<file path="config.mk">
export PLATFORM = sky130hd
export DESIGN_NAME = count_chk_sat_ctr
export DESIGN_NICKNAME = d
export VERILOG_FILES = /design/src/rtl/count_chk_pkg.sv /design/src/rtl/count_chk_sat_ctr.sv
export SDC_FILE = /design/constraint.sdc
export NUM_CORES = 1
export LEC_CHECK = 0
export CAP_MARGIN = 20
export CORE_AREA = 2 2 39 41
export DETAILED_ROUTE_END_ITERATION = 10
export DIE_AREA = 0 0 41 43
export GPL_TIMING_DRIVEN = 0
export SYNTH_ARGS = -nofsm -noshare
export SYNTH_HDL_FRONTEND = slang
export SYNTH_SLANG_ARGS = --single-unit
</file>
<file path="constraint.sdc">
create_clock -name clk -period 0.95 [get_ports clk]
set_input_delay 0.19 -clock clk [delete_from_list [all_inputs] [get_ports clk]]
set_output_delay 0.19 -clock clk [all_outputs]
set_load 0.005 [all_outputs]
</file>
<file path="src/rtl/count_chk_pkg.sv">
// Shared types and constants for the count checker: FSM state encoding,
// default geometry and the width of the violation counter.
package count_chk_pkg;

  typedef enum logic [1:0] {
    IDLE   = 2'd0,
    SYNC   = 2'd1,
    LOCKED = 2'd2
  } state_e;

  localparam int DEF_WIDTH    = 3;
  localparam int DEF_LOCK_LEN = 4;
  localparam int ERR_CNT_W    = 8;

endpackage

</file>
<file path="src/rtl/count_chk_sat_ctr.sv">
// Saturating violation counter; a clear in the same cycle as an increment
// leaves the counter at 1.
module count_chk_sat_ctr
  import count_chk_pkg::*;
(
  input  logic                 clk,
  input  logic                 rst,
  input  logic                 clr,
  input  logic                 inc,
  output logic [ERR_CNT_W-1:0] cnt
);

  logic [ERR_CNT_W-1:0] cnt_q, cnt_d;

  // NOTE: cnt_d gets a default before any branch so this block never infers a latch.
  always_comb begin
    cnt_d = cnt_q;
    if (clr) cnt_d = '0;
    if (inc && (cnt_d != '1)) cnt_d = cnt_d + ERR_CNT_W'(1);
  end

  // NOTE: registers are updated with non-blocking assignments only.
  always_ff @(posedge clk) begin
    if (!rst) cnt_q <= '0;
    else      cnt_q <= cnt_d;
  end

  assign cnt = cnt_q;

endmodule

</file>
# == Word level (Yosys, flattened, before mapping) ==
# Cells that the tools add are included.
# op_classes
muxes,2
reduce_logical,1
n_eq_ne,1
addsub,1
# op_table
operator,count
8-bit two-way mux,2
"8-bit by 1-bit adder with 8-bit output, second input constant",1
"8-bit != test, second input constant",1
1-bit logical AND,1
# word_totals
ff_bits,8
input_bits,4
out_inout_bits,8

# == Logic depth before layout (Yosys ltp) ==
# Gate-level depths: netlist of run 1.
# depth
ltp_word,4
mapped_depth,4

# == Worst setup path after synthesis of run 1 ==
# Ideal clock, no wire load.
# synth_path
path_type,register to register
from,"reg cnt_q[3], in the netlist cnt[3]"
to,"reg cnt_q[5], in the netlist cnt[5]"
period_less_slack_ps,1045
slack_ps,-95
stages_incl_launch_ff,5
arrival_time_ps,960
setup_ps,86
path_buffers,1
path_cell_list,dfxtp_1 > clkbuf_2 > and4_4 > a21oi_1 > a211oi_1
# synth_via
elab_chain_cells,4
elab_cells_between_ends,5
cone_classes,1 x add/sub; 1 x eq/ne; 2 x mux; 1 x reduce/logical
# synth_rtl
element,line_no,rtl
"start, declared",count_chk_sat_ctr.sv:13,"logic [ERR_CNT_W-1:0] cnt_q, cnt_d;"
"start signal, assigned",count_chk_sat_ctr.sv:25,else cnt_q <= cnt_d;
8-bit two-way mux *,count_chk_sat_ctr.sv:18,if (clr) cnt_d = '0;
branches (longest 2 deep; another with 8-bit by 1-bit adder with 8-bit output),--,
8-bit two-way mux *,count_chk_sat_ctr.sv:19,if (inc && (cnt_d != '1)) cnt_d = cnt_d + ERR_CNT_W'(1);
# Mark *: on every way between the ends.
# A chain may end at the register's enable or synchronous reset.

# == Final worst setup path of run 1 ==
# layout_path
from,"reg cnt_q[2], in the netlist cnt[2]"
to,"reg cnt_q[2], in the netlist cnt[2]"
# Same word-level chain as after synthesis.

==> impl_metrics.xml, run 1 <==
<?xml version="1.0" encoding="UTF-8"?>
<metrics>
  <group name="routing">
    <metric name="wl_per_cell" unit="µm">12.40</metric>
    <metric name="detail_route.first_pass.iterations" unit="">3</metric>
    <metric name="wl" unit="µm">1079</metric>
    <metric name="drt_first_iter_violations" unit="">5</metric>
    <metric name="antenna_violating_nets_post_route" unit="">0</metric>
    <metric name="routed-via-count" unit="">443</metric>
    <metric name="post_detailed_route_via_to_cell_ratio" unit="">5.092</metric>
    <metric name="remaining_drc_errors" unit="">0</metric>
  </group>
  <group name="synthesis">
    <metric name="synth_sequential_area_ratio" unit="%">42.11</metric>
    <metric name="synthFlopType" unit="">dfxtp_1</metric>
    <metric name="yosys.area.top_type_share" unit="%">42.11</metric>
    <metric name="synth_common_cells" unit="">8 x dfxtp_1, 4 x a31oi_1, 4 x nor3_1, 3 x a21oi_1</metric>
    <metric name="post_synth.cell_area_avg" unit="µm²">9.277</metric>
    <metric name="cells_taking_the_most_area_after_synthesis" unit="">dfxtp_1 42%, a31oi_1 6.6%, nor3_1 5.3%</metric>
    <metric name="synthDistinctLibCells" unit="">22</metric>
    <metric name="ys_seq_elements" unit="">8</metric>
    <metric name="synthDominantAreaCellType" unit="">dfxtp_1</metric>
    <metric name="mapped_nets" unit="">45</metric>
    <metric name="asyncSetResetFlopFracSynth" unit="%">0</metric>
    <metric name="synth.cell_area" unit="µm²">380.4</metric>
    <metric name="number_of_enable_flip_flop_cells_after_synthesis" unit="">0</metric>
    <metric name="yosys.cell_count.top_type" unit="">dfxtp_1</metric>
    <metric name="yosysWarnings" unit="">0</metric>
    <metric name="synthCells" unit="">41</metric>
  </group>
  <group name="timing">
    <metric name="timing.final.setup_violations" unit="">8</metric>
    <metric name="timing_max_transition_violations_final" unit="">0</metric>
    <metric name="maxSlewHeadroom" unit="%">82.08</metric>
    <metric name="fin_worst_hold_slack" unit="ns">0.3120</metric>
    <metric name="hold_viol_final" unit="">0</metric>
    <metric name="setup_ws" unit="ns">-0.09552</metric>
    <metric name="grt_setup_unrepaired" unit="">true</metric>
    <metric name="fmax" unit="GHz">0.9565</metric>
    <metric name="fin_worst_skew" unit="ns">0.001655</metric>
    <metric name="worst_tran_pin_value" unit="ns">0.2688</metric>
    <metric name="layout_worst_path_cycle_share" unit="%">110.1</metric>
    <metric name="period_needed" unit="ns">1.046</metric>
  </group>
  <group name="critical_path">
    <metric name="critPathRequiredTime" unit="ns">1.12</metric>
    <metric name="regToRegStartpoint" unit="">cnt[2]</metric>
    <metric name="worst-path-max-fanout" unit="">5</metric>
    <metric name="worst_setup_path_end_kind" unit="">register</metric>
    <metric name="regToRegEndpoint" unit="">cnt[2]</metric>
    <metric name="worst_setup_path_start_kind" unit="">register</metric>
    <metric name="setup.worst_path.class" unit="">register to register</metric>
    <metric name="r2r_cells" unit="">4</metric>
    <metric name="arrival_time_at_the_worst_endpoint" unit="ns">1.22</metric>
    <metric name="internal_reg_to_reg_setup_slack" unit="ns">-0.1</metric>
  </group>
  <group name="global_route">
    <metric name="grt_pass1_vias" unit="">385</metric>
    <metric name="globalRoute.totalOverflow" unit="">0</metric>
    <metric name="antenna_found_initial" unit="">0</metric>
    <metric name="grt_use_total" unit="%">14.89</metric>
    <metric name="grt_max_degree" unit="">9</metric>
    <metric name="wire_length_of_the_first_global_routing_pass" unit="µm">1745</metric>
  </group>
  <group name="floorplan">
    <metric name="die_area" unit="µm²">1763</metric>
    <metric name="die_y" unit="µm">43</metric>
    <metric name="floorplan.initialDensity" unit="%">27.49</metric>
    <metric name="core" unit="µm²">1384</metric>
    <metric name="die_width" unit="µm">41</metric>
    <metric name="io_pins" unit="">12</metric>
    <metric name="placement_rows" unit="">14</metric>
  </group>
  <group name="min_path">
    <metric name="worstHoldPathType" unit="">input port to register</metric>
    <metric name="worstHoldPathCells" unit="">3</metric>
    <metric name="hold_path_startpoint" unit="">rst</metric>
    <metric name="hold_path_end" unit="">cnt[0]</metric>
  </group>
  <group name="cts">
    <metric name="cts_root_buffer_type" unit="">clkbuf_4</metric>
    <metric name="clk_pin_slew" unit="ns">0.06</metric>
    <metric name="cts_buffers" unit="">3</metric>
    <metric name="clock_tree.buffer_depth" unit="">2</metric>
    <metric name="clock_insertion_delay_worst_skew" unit="ns">0.25</metric>
    <metric name="cts_tree" unit="">done</metric>
    <metric name="cts_htree_levels" unit="">1</metric>
    <metric name="cts.sinks" unit="">8</metric>
  </group>
  <group name="layout">
    <metric name="layout-drive-gt1-share" unit="%">63.38</metric>
    <metric name="post-route-cell-area" unit="µm²">696.9</metric>
    <metric name="diodes" unit="">0</metric>
    <metric name="design.final.nets" unit="">76</metric>
    <metric name="largest_reg_flops" unit="">8</metric>
    <metric name="layout.cells.non_filler" unit="">87</metric>
    <metric name="area_delta_synth_final" unit="%">83.22</metric>
  </group>
  <group name="job">
    <metric name="drv_cap" unit="">0</metric>
  </group>
  <group name="placement">
    <metric name="gp_congestion" unit="">0.7242</metric>
    <metric name="place_worst_setup_slack" unit="ns">-0.4471</metric>
    <metric name="place.detailed.instances" unit="">68</metric>
    <metric name="detailed_place.area" unit="µm²">534.3</metric>
    <metric name="place.port_buffers" unit="">11</metric>
    <metric name="post-dp-hpwl" unit="µm">601.1</metric>
  </group>
  <group name="power_and_ir_drop">
    <metric name="static_leakage_power" unit="nW">0.2878</metric>
    <metric name="vdd_ir_drop_max" unit="mV">0.6028</metric>
    <metric name="power_density" unit="nW/µm²">960.6</metric>
  </group>
  <group name="outcome">
    <metric name="status" unit="">complete, but fails checks</metric>
    <metric name="violations" unit="">setup timing</metric>
  </group>
</metrics>
-- power by group --
group	total, mW	switching (mW)	internal (mW)
combinational	0.0546	0.0244	0.0302
sequential	0.332	0.00371	0.328
clock	0.283	0.122	0.161
-- worst max-delay path, stage by stage (launching register included) --
cell	delay [ns]
dfxtp_2	0.31
buf_4	0.14
and4_4	0.19
buf_4	0.13
a211oi_2	0.19
-- metal layers --
| metal | routed length (µm) | track usage, % |
|---|---|---|
| met2 | 488 | 20.63 |
| met4 | 14 | 4.000 |
| met5 | 0 | 0 |
| met1 | 510 | 19.74 |
| met3 | 65 | 7.853 |
-- cell type report --
type / count / area (µm²)
clock buffers: 4 / 26.28
plain buffers: 1 / 15.01
flip-flops and latches: 8 / 182.7
well taps: 16 / 20.02
multi-input cells: 32 / 247.7
fillers: 136 / 686.9
repair buffers: 26 / 205.2
-- kinds of logic (layout without fill, tap and decap cells) --
kind of cell | count (synthesis) | count (layout) | synth area share (%)
simple gates | 19 | 19 | 32.90
buf+inv | 1 | 31 | 1.315
compound gates | 13 | 13 | 23.68
flops | 8 | 8 | 42.10
-- metrics by stage --
stage | TNS (ns) | total power, mW | util (%)
6_report | -0.5774 | 0.6695 | 50.36
5_1_grt | -0.9936 | 0.6974 | 50.36
4_1_cts | -0.5905 | 0.6659 | 49.01
3_5_place_dp | -4.424 | 0.3922 | 38.61
3_3_place_gp | -4.407 | 0.3926 | 38.61
2_1_floorplan | -0.02104 | 0.3635 | -
-- worst max path at each step --
stage                start  depth (start not counted)  endpoint
floorplan           cnt[3]                          4    cnt[5]
global placement       inc                          4    cnt[5]
detailed placement     inc                          4    cnt[5]
CTS                 cnt[5]                          4    cnt[1]
global route        cnt[5]                          4    cnt[5]
finish              cnt[2]                          4    cnt[2]
-- cells in the final DEF (no fill, tap or decap) --
cell           Yosys  routed
buf_8              0       1
a211oi_1           1       1
a41oi_2            0       2
a21oi_1            3       2
and4_4             1       2
nand4_1            2       2
nand3b_1           1       1
nor3_1             4       4
a21oi_2            0       1
dfxtp_2            0       3
and4b_4            1       1
o21bai_1           1       1
nand3_1            2       1
nand2_1            2       2
clkbuf_2           1       1
nor3_2             1       1
clkbuf_4           0       3
buf_6              0       6
buf_4              0       9
a211oi_2           1       1
nor2b_1            1       1
buf_2              0       6
a31oi_1            4       4
clkbuf_1           0       1
dlygate4sd2_1      0       4
dfxtp_4            0       5
o21ai_0            1       1
and2_4             0       1
nor2_1             1       1
nand3_2            0       1
or2b_4             0       1
-- what timing repair did --
action | in CTS | in global routing
cloned | 0 | 0
endpoints found under the setup margin | 16 | 10
buffers inserted | 13 | 2
endpoints found under the hold margin | 0 | 0
hold buffers | 0 | 0
pin swaps | 16 | 2
resized for setup | 48 | 4
Power figures use the tool's default switching activity.
==> run 2: changes to the inputs <==
PLACE_DENSITY_LB_ADDON = 0.05   (was not set)
==> impl_metrics.xml, run 2 (synthesis gave the netlist of run 1 again) <==
<?xml version="1.0" encoding="UTF-8"?>
<metrics>
  <group name="cts">
    <metric name="clk_pin_slew" unit="ns">0.06</metric>
    <metric name="cts_tree" unit="">done</metric>
    <metric name="hold_buffers" unit="">0</metric>
    <metric name="cts_buffers" unit="">3</metric>
    <metric name="clock_tree.buffer_depth" unit="">2</metric>
    <metric name="cts_root_buffer_type" unit="">clkbuf_4</metric>
    <metric name="clock_insertion_delay_worst_skew" unit="ns">0.27</metric>
    <metric name="cts.sinks" unit="">8</metric>
    <metric name="cts_htree_levels" unit="">1</metric>
  </group>
  <group name="global_route">
    <metric name="wire_length_of_the_first_global_routing_pass" unit="µm">1752</metric>
    <metric name="grt_max_degree" unit="">9</metric>
    <metric name="grt_pass1_vias" unit="">421</metric>
    <metric name="antenna_found_initial" unit="">0</metric>
    <metric name="globalRoute.totalOverflow" unit="">0</metric>
    <metric name="grt_use_total" unit="%">14.67</metric>
  </group>
  <group name="timing">
    <metric name="worst_tran_pin_value" unit="ns">0.2698</metric>
    <metric name="hold_viol_final" unit="">0</metric>
    <metric name="timing_max_transition_violations_final" unit="">0</metric>
    <metric name="fin_worst_skew" unit="ns">0.009376</metric>
    <metric name="period_needed" unit="ns">1.079</metric>
    <metric name="grt_setup_unrepaired" unit="">true</metric>
    <metric name="fmax" unit="GHz">0.9265</metric>
    <metric name="timing.final.setup_violations" unit="">9</metric>
    <metric name="setup_ws" unit="ns">-0.1293</metric>
    <metric name="layout_worst_path_cycle_share" unit="%">113.6</metric>
    <metric name="fin_worst_hold_slack" unit="ns">0.2987</metric>
    <metric name="maxSlewHeadroom" unit="%">82.01</metric>
  </group>
  <group name="power_and_ir_drop">
    <metric name="power_density" unit="nW/µm²">1035</metric>
    <metric name="static_leakage_power" unit="nW">0.2589</metric>
    <metric name="vdd_ir_drop_max" unit="mV">0.5428</metric>
  </group>
  <group name="critical_path">
    <metric name="regToRegStartpoint" unit="">cnt[5]</metric>
    <metric name="critPathRequiredTime" unit="ns">1.10</metric>
    <metric name="setup.worst_path.class" unit="">register to register</metric>
    <metric name="cpMaxStageDelayCell" unit="">dfxtp_4</metric>
    <metric name="worstSetupStartpoint" unit="">cnt[5]</metric>
    <metric name="critPathMaxStageDelay" unit="ns">0.34</metric>
    <metric name="worst-path-max-fanout" unit="">5</metric>
    <metric name="r2r_cells" unit="">4</metric>
    <metric name="cp-endpoint" unit="">cnt[5]</metric>
    <metric name="crit_path_cell_trace" unit="">buf_6 &gt; and4b_4 &gt; nor3_2 &gt; a211oi_2</metric>
    <metric name="worst_setup_path_end_kind" unit="">register</metric>
    <metric name="worst_setup_path_start_kind" unit="">register</metric>
    <metric name="internal_reg_to_reg_setup_slack" unit="ns">-0.13</metric>
    <metric name="arrival_time_at_the_worst_endpoint" unit="ns">1.23</metric>
    <metric name="regToRegEndpoint" unit="">cnt[5]</metric>
  </group>
  <group name="layout">
    <metric name="diodes" unit="">0</metric>
    <metric name="register_cell_area_after_layout" unit="µm²">182.7</metric>
    <metric name="design.final.nets" unit="">70</metric>
    <metric name="post-route-cell-area" unit="µm²">664.4</metric>
    <metric name="final_common_cell" unit="">buf_6</metric>
    <metric name="largest_reg_flops" unit="">8</metric>
    <metric name="layout-drive-gt1-share" unit="%">60.00</metric>
    <metric name="layout.cells.most_common_list" unit="">6 x buf_6, 5 x dfxtp_4, 5 x buf_2</metric>
    <metric name="fill_cells" unit="">133</metric>
    <metric name="area_delta_synth_final" unit="%">74.67</metric>
    <metric name="area_of_the_multi_input_gates" unit="µm²">246.5</metric>
  </group>
  <group name="min_path">
    <metric name="worstHoldPathType" unit="">input port to register</metric>
    <metric name="worstHoldPathCells" unit="">3</metric>
  </group>
  <group name="routing">
    <metric name="post_detailed_route_via_to_cell_ratio" unit="">5.481</metric>
    <metric name="wl" unit="µm">1051</metric>
    <metric name="wl_per_cell" unit="µm">12.98</metric>
    <metric name="detail_route.first_pass.iterations" unit="">3</metric>
    <metric name="remaining_drc_errors" unit="">0</metric>
    <metric name="antenna_violating_nets_post_route" unit="">0</metric>
    <metric name="drt_first_iter_violations" unit="">7</metric>
    <metric name="routed-via-count" unit="">444</metric>
  </group>
  <group name="floorplan">
    <metric name="die_width" unit="µm">41</metric>
    <metric name="io_pins" unit="">12</metric>
    <metric name="placement_rows" unit="">14</metric>
    <metric name="core" unit="µm²">1384</metric>
    <metric name="die_area" unit="µm²">1763</metric>
    <metric name="floorplan.initialDensity" unit="%">27.49</metric>
    <metric name="die_y" unit="µm">43</metric>
  </group>
  <group name="placement">
    <metric name="post-dp-hpwl" unit="µm">677.6</metric>
    <metric name="gp_congestion" unit="">0.7612</metric>
    <metric name="detailed_place.area" unit="µm²">534.3</metric>
    <metric name="place.port_buffers" unit="">11</metric>
  </group>
  <group name="job">
    <metric name="drv_cap" unit="">0</metric>
  </group>
  <group name="outcome">
    <metric name="status" unit="">complete, but fails checks</metric>
    <metric name="violations" unit="">setup timing</metric>
  </group>
</metrics>
## run 2: changes by cell type in the layout (fill, tap and decap cells not counted)
cell / change
buf_4: -6
clkbuf_8: +1
a211oi_1: -1
buf_12: +1
nor3_2: +1
nor3_1: -1
a41oi_1: +1
buf_2: -1
a41oi_2: -1
a21oi_2: -1
buf_8: -1
a211oi_2: +1
a21oi_1: +1
## run 2: worst min path at each step
stage,endpoint,start
final,cnt[0],rst
after global routing,cnt[0],rst
after CTS,cnt[0],rst
after detailed placement,cnt[5],cnt[5]
after global placement,cnt[5],cnt[5]
after floorplan,cnt[0],inc
## run 2: metrics by stage
step           total power, mW  setup WS, ns  setup TNS, ns  std cells  util (%)
6_report                0.6878       -0.1293        -0.7523         81     48.01
3_3_place_gp            0.3919       -0.4286         -4.331         68     38.61
3_5_place_dp            0.3928       -0.4818         -4.637         68     38.61
2_1_floorplan           0.3635      -0.01677       -0.02104         41         -
4_1_cts                 0.6964       -0.1543        -0.7548         81     47.56
5_1_grt                 0.7232       -0.1898         -1.209         81     48.01
## run 2: final cells by class
| class | instances | area share, % |
|---|---|---|
| Buffer | 1 | 2.072 |
| Clock buffer | 4 | 3.955 |
| Multi-Input combinational cell | 32 | 37.10 |
| Sequential cell | 8 | 27.50 |
| Tap cell | 16 | 3.013 |
| Timing Repair Buffer | 20 | 26.37 |
## run 2: worst max-delay path: cells and delay by family (launching register included)
family,cells,cell delay (ns)
flops,1,0.34
compound gates,1,0.09
simple gates,2,0.43
buf+inv,1,0.11
## run 2: timing repair
action,4_1_cts,5_1_grt
pin swaps,9,1
buffers inserted,9,0
setup endpoints to repair,16,11
resized for setup,49,3
## run 2: power by group
part / leakage, nW / internal, mW / switching (mW)
Clock: 0.0150 / 0.162 / 0.135
Combinational: 0.174 / 0.0339 / 0.0232
Sequential: 0.0701 / 0.328 / 0.00561
Total: 0.259 / 0.524 / 0.164
## run 2: layer usage
metal  global-route usage, %  vias to the layer above  part of all wire [%]
met3                   3.141                        3                   4.7
li1                        -                      218                     -
met4                   10.00                        0                   2.6
met5                       0                        -                     0
met2                   21.88                       10                    50
met1                   17.74                      213                    43
